<file path="src/rtl/dp_accum_unit_pkg.sv">
// rtl/dp_accum_unit_pkg.sv - shared types, defaults and latency helper for the dp accumulator
package dp_accum_unit_pkg;

  localparam int DW_ADD_DEF = 32;
  localparam int DW_ACC_DEF = 40;
  localparam int CNT_W_DEF  = 8;
  localparam int N_MUL_DEF  = 4;

  // Accumulator state: IDLE means the next retiring tile starts a fresh element.
  typedef enum logic {
    IDLE = 1'b0,
    ACC  = 1'b1
  } acc_state_e;

  // Tag travelling alongside an operand pair through the dp unit.
  typedef struct packed {
    logic v;
    logic last;
  } dp_tag_t;

  // The dp unit is a 3-stage front end plus a log2(n_mul)-deep adder tree.
  function automatic int dp_lat(input int n_mul);
    return 3 + $clog2(n_mul);
  endfunction

  localparam int DP_LAT_DEF = dp_lat(N_MUL_DEF);

endpackage

</file>
<file path="src/rtl/dp_accum_unit_tag_pipe.sv">
// rtl/dp_accum_unit_tag_pipe.sv - enable-gated tag delay line matching the dp unit latency
module dp_tag_pipe
  import dp_accum_unit_pkg::*;
#(
  parameter int DEPTH = DP_LAT_DEF
) (
  input  logic    clk,
  input  logic    reset,
  input  logic    enable,
  input  dp_tag_t tag_in,
  output dp_tag_t tag_out,
  output logic    any_valid
);

  dp_tag_t stages [DEPTH];

  // Shift tags forward only on cycles where the dp unit itself advances.
  always_ff @(posedge clk or posedge reset) begin
    if (reset) begin
      for (int i = 0; i < DEPTH; i++) stages[i] <= '0;
    end else if (enable) begin
      stages[0] <= tag_in;
      for (int i = 1; i < DEPTH; i++) stages[i] <= stages[i-1];
    end
  end

  // Any valid tag anywhere in the line means work is still in flight.
  always_comb begin
    any_valid = 1'b0;
    for (int i = 0; i < DEPTH; i++) any_valid = any_valid | stages[i].v;
  end

  assign tag_out = stages[DEPTH-1];

endmodule

</file>
<file path="src/rtl/dp_accum_unit.sv">
// rtl/dp_accum_unit.sv - K-tile accumulator behind the dp unit; DP_ACC_SAT_EN selects saturating adds
module dp_accum_unit
  import dp_accum_unit_pkg::*;
#(
  parameter int DW_ADD = DW_ADD_DEF,
  parameter int DW_ACC = DW_ACC_DEF,
  parameter int DP_LAT = DP_LAT_DEF,
  parameter int CNT_W  = CNT_W_DEF
) (
  input  logic                     clk,
  input  logic                     reset,
  input  logic                     enable,
  input  logic                     issue_valid,
  input  logic                     issue_last,
  input  logic signed [DW_ADD-1:0] dp_out,
  output logic                     stall,
  output logic                     out_valid,
  input  logic                     out_ready,
  output logic signed [DW_ACC-1:0] out_data,
  output logic [CNT_W-1:0]         out_tiles,
  output logic                     busy
);

  acc_state_e               state, state_next;
  logic signed [DW_ACC-1:0] acc;
  logic signed [DW_ACC-1:0] acc_base;
  logic signed [DW_ACC-1:0] acc_sum;
  logic signed [DW_ACC-1:0] dp_ext;
  logic [CNT_W-1:0]         tile_cnt;
  logic [CNT_W-1:0]         cnt_next;
  logic                     overrun;
  dp_tag_t                  tag_in;
  dp_tag_t                  tag_ret;
  logic                     tags_busy;
  logic                     retire;
  logic                     retire_last;
  logic                     accept;

  assign tag_in = {issue_valid, issue_valid & issue_last};

  dp_tag_pipe #(
    .DEPTH (DP_LAT)
  ) u_tag_pipe (
    .clk       (clk),
    .reset     (reset),
    .enable    (enable),
    .tag_in    (tag_in),
    .tag_out   (tag_ret),
    .any_valid (tags_busy)
  );

  assign retire      = enable & tag_ret.v;
  assign retire_last = retire & tag_ret.last;
  assign accept      = out_valid & out_ready;
  assign stall       = out_valid & ~out_ready;
  assign busy        = tags_busy | (state == ACC) | out_valid;

  assign dp_ext   = DW_ACC'(dp_out);
  assign acc_base = (state == ACC) ? acc : '0;
  assign cnt_next = (state == ACC) ? tile_cnt + 1'b1 : CNT_W'(1);

`ifdef DP_ACC_SAT_EN
  logic signed [DW_ACC:0] sum_wide;
  logic                   sat_clamp;
  logic                   sat_hit;

  // Add one bit wider and clamp when the top two bits disagree.
  always_comb begin
    sum_wide  = {acc_base[DW_ACC-1], acc_base} + {dp_ext[DW_ACC-1], dp_ext};
    sat_clamp = sum_wide[DW_ACC] ^ sum_wide[DW_ACC-1];
    acc_sum   = sum_wide[DW_ACC-1:0];
    if (sat_clamp) begin
      acc_sum = sum_wide[DW_ACC] ? {1'b1, {(DW_ACC-1){1'b0}}}
                                 : {1'b0, {(DW_ACC-1){1'b1}}};
    end
  end

  // Sticky clamp flag, cleared by accepting a result; a new clamp in the same cycle wins.
  always_ff @(posedge clk or posedge reset) begin
    if (reset) begin
      sat_hit <= 1'b0;
    end else begin
      if (accept) sat_hit <= 1'b0;
      if (retire && sat_clamp) sat_hit <= 1'b1;
    end
  end
`else
  // Plain two's complement wrap-around add.
  always_comb begin
    acc_sum = acc_base + dp_ext;
  end
`endif

  // State register.
  always_ff @(posedge clk or posedge reset) begin
    if (reset) state <= IDLE;
    else       state <= state_next;
  end

  // Next state: every retire either continues the element or closes it.
  always_comb begin
    state_next = state;
    if (retire) state_next = tag_ret.last ? IDLE : ACC;
  end

  // Running sum and tile count, updated once per retiring tag.
  always_ff @(posedge clk or posedge reset) begin
    if (reset) begin
      acc      <= '0;
      tile_cnt <= '0;
    end else if (retire) begin
      acc      <= acc_sum;
      tile_cnt <= cnt_next;
    end
  end

  // Output register: load on last retire unless the old result is still unaccepted.
  always_ff @(posedge clk or posedge reset) begin
    if (reset) begin
      out_valid <= 1'b0;
      out_data  <= '0;
      out_tiles <= '0;
      overrun   <= 1'b0;
    end else if (retire_last) begin
      if (stall) begin
        overrun <= 1'b1;
      end else begin
        out_valid <= 1'b1;
        out_data  <= acc_sum;
        out_tiles <= cnt_next;
      end
    end else if (accept) begin
      out_valid <= 1'b0;
    end
  end

endmodule

</file>
<file path="config.mk">
export PLATFORM = sky130hd
export DESIGN_NAME = dp_accum_unit
export DESIGN_NICKNAME = d
export VERILOG_FILES = /design/src/rtl/dp_accum_unit_pkg.sv /design/src/rtl/dp_accum_unit_tag_pipe.sv /design/src/rtl/dp_accum_unit.sv
export SDC_FILE = /design/constraint.sdc
export NUM_CORES = 1
export LEC_CHECK = 0
export ABC_CLOCK_PERIOD_IN_PS = 5880
export BUFFER_PORTS_ARGS = -buffer_cell sky130_fd_sc_hd__buf_2
export CAP_MARGIN = 10
export CORE_MARGIN = 2
export CORE_UTILIZATION = 50
export CTS_CLUSTER_DIAMETER = 30
export DETAILED_ROUTE_END_ITERATION = 10
export PLACE_DENSITY = 0.71
export SLEW_MARGIN = 20
export SYNTH_ARGS = -nofsm -noshare
export SYNTH_HDL_FRONTEND = slang
export SYNTH_SLANG_ARGS = --single-unit
</file>
<file path="constraint.sdc">
create_clock -name clk -period 5.88 [get_ports clk]
set_input_delay 1.176 -clock clk [delete_from_list [all_inputs] [get_ports clk]]
set_output_delay 1.176 -clock clk [all_outputs]
set_load 0.03 [all_outputs]
</file>
==> Word level (Yosys, flattened, before mapping) <==
Index checks and enable logic that the tools add are counted.
{ "totals": {"regBits": 108, "latchBits": 0, "ram_bits": 0, "romBits": 0, "output_inout_bits": 51, "word_cells": 41, "n_memories": 0} }
{ "op_classes": {"n_addsub": 2, "n_mul": 0, "div_mod_pow": 0, "magnitude_cmp": 0, "n_eq_ne": 1, "n_shift": 0, "n_mux": 6, "n_bitwise": 13, "reduce_logical": 3} }
{ "ops": {"columns": ["op", "n"], "rows": [
  ["40-bit by 32-bit adder with 40-bit output", 1],
  ["40-bit two-way mux", 1],
  ["8-bit by 1-bit adder with 8-bit output (second input constant)", 1],
  ["8-bit two-way mux", 1],
  ["1-bit OR", 6],
  ["1-bit AND", 5],
  ["1-bit two-way mux", 4],
  ["2-bit AND reduction", 2],
  ["2-bit != test (second input constant)", 1],
  ["1-bit NOT", 2],
  ["2-bit nonzero test", 1]
]} }

==> Longest topological paths before layout <==
{ "logic_depth": {"ltp_word": 6, "mapped_depth": 14, "ltp_nobuf": 12} }

==> Hierarchy <==
Synthesis repeated with hierarchy kept, for this count alone.
{ "unflattened": {"hier_cells": 727, "hier_area_um2": 6628.9} }
{ "by_module_without_submodules": {"columns": ["module", "instances", "cells_per_inst", "area_per_inst_um2"], "rows": [
  ["dp_accum_unit", 1, 700, 6185.9],
  ["dp_tag_pipe", 1, 27, 442.9]
]} }

==> Worst setup path before layout <==
No wires, ideal clock.
{ "synth_timing": {"path_kind": "input -> register", "start": "input port dp_out[0]", "end": "register acc[18]", "setup_time_ns": 0.125, "t_arrival_ns": 3.430, "t_required_ns": 5.755, "slack_ns": 2.325, "stages": 11, "n_path_buf": 0, "cell_sequence": "ha_1 fa_1 a211o_1 a211oi_2 nor3b_2 nor2_2 o21ai_1 a41o_1 a21oi_1 xnor2_1 mux2_2"} }
{ "synth_between": {"elab_chain_len": 1} }
{ "synth_rtl": {"columns": ["element", "line", "rtl"], "rows": [
  ["start, declared", "dp_accum_unit.sv:15", "input logic signed [DW_ADD-1:0] dp_out,"],
  ["40-bit by 32-bit adder with 40-bit output", "dp_accum_unit.sv:90", "acc_sum = acc_base + dp_ext;"],
  ["end signal, assigned", "dp_accum_unit.sv:112", "acc <= acc_sum;"],
  ["end, declared", "dp_accum_unit.sv:25", "logic signed [DW_ACC-1:0] acc;"]
]} }
No other way between the ends.
A chain may end at the register's enable or synchronous reset.

==> Worst setup path in the final report <==
{ "layout_timing": {"start": "register state", "end": "register acc[38]"} }
{ "layout_between": {"elab_chain_len": 2} }
{ "layout_rtl": {"columns": ["element", "line", "rtl"], "rows": [
  ["start, declared", "dp_accum_unit.sv:24", "acc_state_e state, state_next;"],
  ["start signal, assigned", "dp_accum_unit.sv:97", "else state <= state_next;"],
  ["40-bit two-way mux", "dp_accum_unit.sv:59", "assign acc_base = (state == ACC) ? acc : '0;"],
  ["40-bit by 32-bit adder with 40-bit output", "dp_accum_unit.sv:90", null]
]} }
No other way between the ends.

==> impl_metrics.json <==
{
  "die_h_um": 118,
  "syn_area_per_cell_um2": 8.52,
  "die_area_um2": 13900,
  "max_freq_mhz": 267,
  "clk_path_buf_depth": 2,
  "path_delay_family": "compound AO/OA/AOI/OAI gates",
  "crit_required_ns": 6.12,
  "antenna_found_initial": 0,
  "post_cts_resized": 0,
  "rows": 41,
  "cap_violations": 0,
  "place_area_um2": 7080,
  "stdcell_area_um2": 7400,
  "yosys_warnings": 0,
  "pwr_density_cell_nw_per_um2": 590,
  "grt-ovfl-total": 0,
  "core_um2": 12700,
  "ys_types": 52,
  "synth-simple-area-share_pct": 23.6,
  "synth_top_cell_by_area": "dfrtp_1",
  "drc": 0,
  "setup_violations": 0,
  "min_path_type": "reg2reg",
  "ys_seq_area_share_pct": 41.6,
  "syn_inst": 762,
  "fill_cells": 1158,
  "slowest_stage": "dfrtp_1",
  "synth_top_area_share_pct": 41.6,
  "synth.area.mux_share_pct": 2.95,
  "area_delta_synth_final_pct": 14.0,
  "cts_buffers": 9,
  "place.gp.congestion": 0.936,
  "syn_area_um2": 6490,
  "synth.area.top_cells": "dfrtp_1 42%, nand2_1 14%, ha_1 7.7%, and2_1 4.0%, xnor2_1 3.5%",
  "fin_crit_ns": 3.74,
  "ys_ff_latch": 108,
  "dp.final_hpwl_um": 10500,
  "relSlewSlack_pct": 35.3,
  "cp_max_fo": 29,
  "cellLeakagePower_nw": 3.77,
  "skew_ns": 0.00734,
  "rrSetupSlack_ns": 2.14,
  "synthXorXnorAreaFrac_pct": 5.93,
  "crit_arrival_ns": 3.98,
  "fin_crit_sh_pct": 63.6,
  "root_buffer": "clkbuf_16",
  "synth_compound_area_share_pct": 15.2,
  "cp-end-kind": "flip-flop",
  "syn_nets": 841,
  "cts_tree": "done",
  "start_util_pct": 51.2,
  "routed_wl_um": 15100,
  "cts_hold_buf": 0,
  "grt_pass1_wl_um": 25800,
  "grt_max_degree": 61,
  "cp_common_cell": "o21ai_1",
  "vias": 5494,
  "first_pass_iters": 5,
  "io_pins": 89,
  "diodes": 0,
  "cts.reportedPaths.clkPinSlew_ns": 0.07,
  "cts_setup_buffers": 0,
  "htree_levels": 3,
  "drive_gt1_share_pct": 16.9,
  "grt_pass1_vias": 5480,
  "slowest_delay_ns": 0.90,
  "final_core_util_pct": 58.4,
  "synth-adder-area-share_pct": 8.02,
  "routedWlPerCell_um": 14.9,
  "worst_pin_slew_ns": 0.970,
  "irDropWorstVdd_mv": 0.249,
  "path_cells": "and2_1 -> ha_1 -> fa_1 -> a211o_1 -> a211oi_2 -> nor3b_2 -> o21ai_2 -> a2111oi_2 -> o21ai_1 -> o21ai_1 -> xor2_1 -> mux2_2",
  "crit_buf_inv": 0,
  "clock_latency_ns": 0.36,
  "synth_top_family_by_area": "simple AND/OR/NAND/NOR gates",
  "finalNetCount": 913,
  "final-hold-violation-count": 0,
  "critPathKind": "reg2reg",
  "maxSlewViolCount": 0,
  "ant_nets": 0,
  "io_buffer_count": 88,
  "rsz0062_at_grt": "false",
  "grt_usage_pct": 22.5,
  "tns_ns": 0,
  "viasPerCell": 5.43,
  "drtIter0Drc": 413,
  "fp.dieW_um": 118,
  "numClockSinks": 108,
  "critPathLaunchType": "flip-flop",
  "outcome": "finished, final reports clean"
}
Yosys cell counts, drive strengths merged:
master,number
nand2,248
dfrtp,108
o21ai,53
and2,42
ha,40
a21oi,39
clkbuf,27
xnor2,26
nor2,19
xor2,18
mux2,17
inv,14
a21o,13
nand3,13
o21bai,10
a31oi,8
and3,7
nand4,6
buf,5
nor3,5
o31ai,5
a211oi,4
a31o,3
nor2b,3
o21a,3
o41ai,3
a2111oi,2
a211o,2
a21boi,2
nand2b,2
nor4,2
o211ai,2
or2,2
a221oi,1
a32oi,1
a41o,1
and4,1
fa,1
nor3b,1
o221a,1
or3,1
or4,1
registers in the layout (all words and copies together), names as in the netlist:
| register | cells |
|---|---|
| out_data | 40 |
| tile_cnt | 8 |
| state | 1 |
| u_tag_pipe.tag_out | 2 |
| acc | 40 |
| out_valid | 1 |
| out_tiles | 8 |
| u_tag_pipe.stages | 8 |
cell type report:
type                       instances  area [µm²]  area share, %
clock buffer                      10         229           3.09
clock inverter                     6        88.8           1.20
inverter                          14        55.1          0.744
multi-input combinational        608        3630           49.1
sequential                       108        2700           36.5
tap                              172         215           2.91
timing repair buffer              93         478           6.46
logic make-up after synthesis:
logic type | after synthesis
buf+inv | 46
mux | 17
simple gates | 353
compound gates | 153
fa+ha+maj | 41
flops | 108
xor+xnor | 44
layer usage:
layer | up-vias | track usage [%] | share of wire [%]
met1 | 2585 | 30.0 | 47
met3 | 26 | 2.71 | 4.1
li1 | 2722 | - | -
met2 | 161 | 38.0 | 47
met5 | - | 0 | 0
met4 | 0 | 7.45 | 1.9
power by group:
part           switching, mW  internal, mW
clock network          0.282         0.374
logic                   1.55         0.933
registers              0.182          1.04
worst paths after layout:
check | startpoint | end | cells past startpoint
max in group asynchronous | reset | acc[33] | 3
setup reg to reg | state | acc[38] | 12
min in group asynchronous | reset | acc[14] | 2
setup / recovery | state | acc[38] | 12
hold reg to reg | acc[17] | acc[17] | 2
hold / removal | acc[17] | acc[17] | 2
through the flow:
| stage | std cells | setup slack, ns | hold WS (ns) | total power [mW] |
|---|---|---|---|---|
| floorplan | 762 | 1.86 | 0.437 | 3.11 |
| CTS | 1011 | 2.13 | 0.472 | 4.37 |
| global placement | 995 | 1.98 | 0.450 | 3.61 |
| global route | 1011 | 1.81 | 0.493 | 4.71 |
| finish | 1011 | 2.14 | 0.469 | 4.37 |
| detailed placement | 995 | 1.90 | 0.454 | 3.68 |
cell usage in the layout (no fill, tap or decap), drive strengths merged, types with 2 or more instances in the layout:
cell / count
and3: 7
a21o: 13
a2111oi: 2
nand2b: 2
dfrtp: 108
ha: 40
xnor2: 26
o31ai: 5
clkinv: 2
o211ai: 2
bufinv: 2
inv: 14
a31o: 3
xor2: 18
o21bai: 10
o41ai: 3
a21boi: 2
clkbuf: 10
nand4: 6
a31oi: 8
nor2: 19
nor3: 5
nand3: 13
a21oi: 39
clkinvlp: 2
and2: 42
nand2: 248
buf: 93
nor2b: 3
a211oi: 4
o21ai: 53
a211o: 2
nor4: 2
mux2: 17
o21a: 3
or2: 2
worst min-delay path, delay by kind of cell (launching register included):
kind / cells / cell delay, ns
flip-flops: 1 / 0.34
AND/OR/NAND/NOR: 2 / 0.10
(Power assumes the default switching activity.)
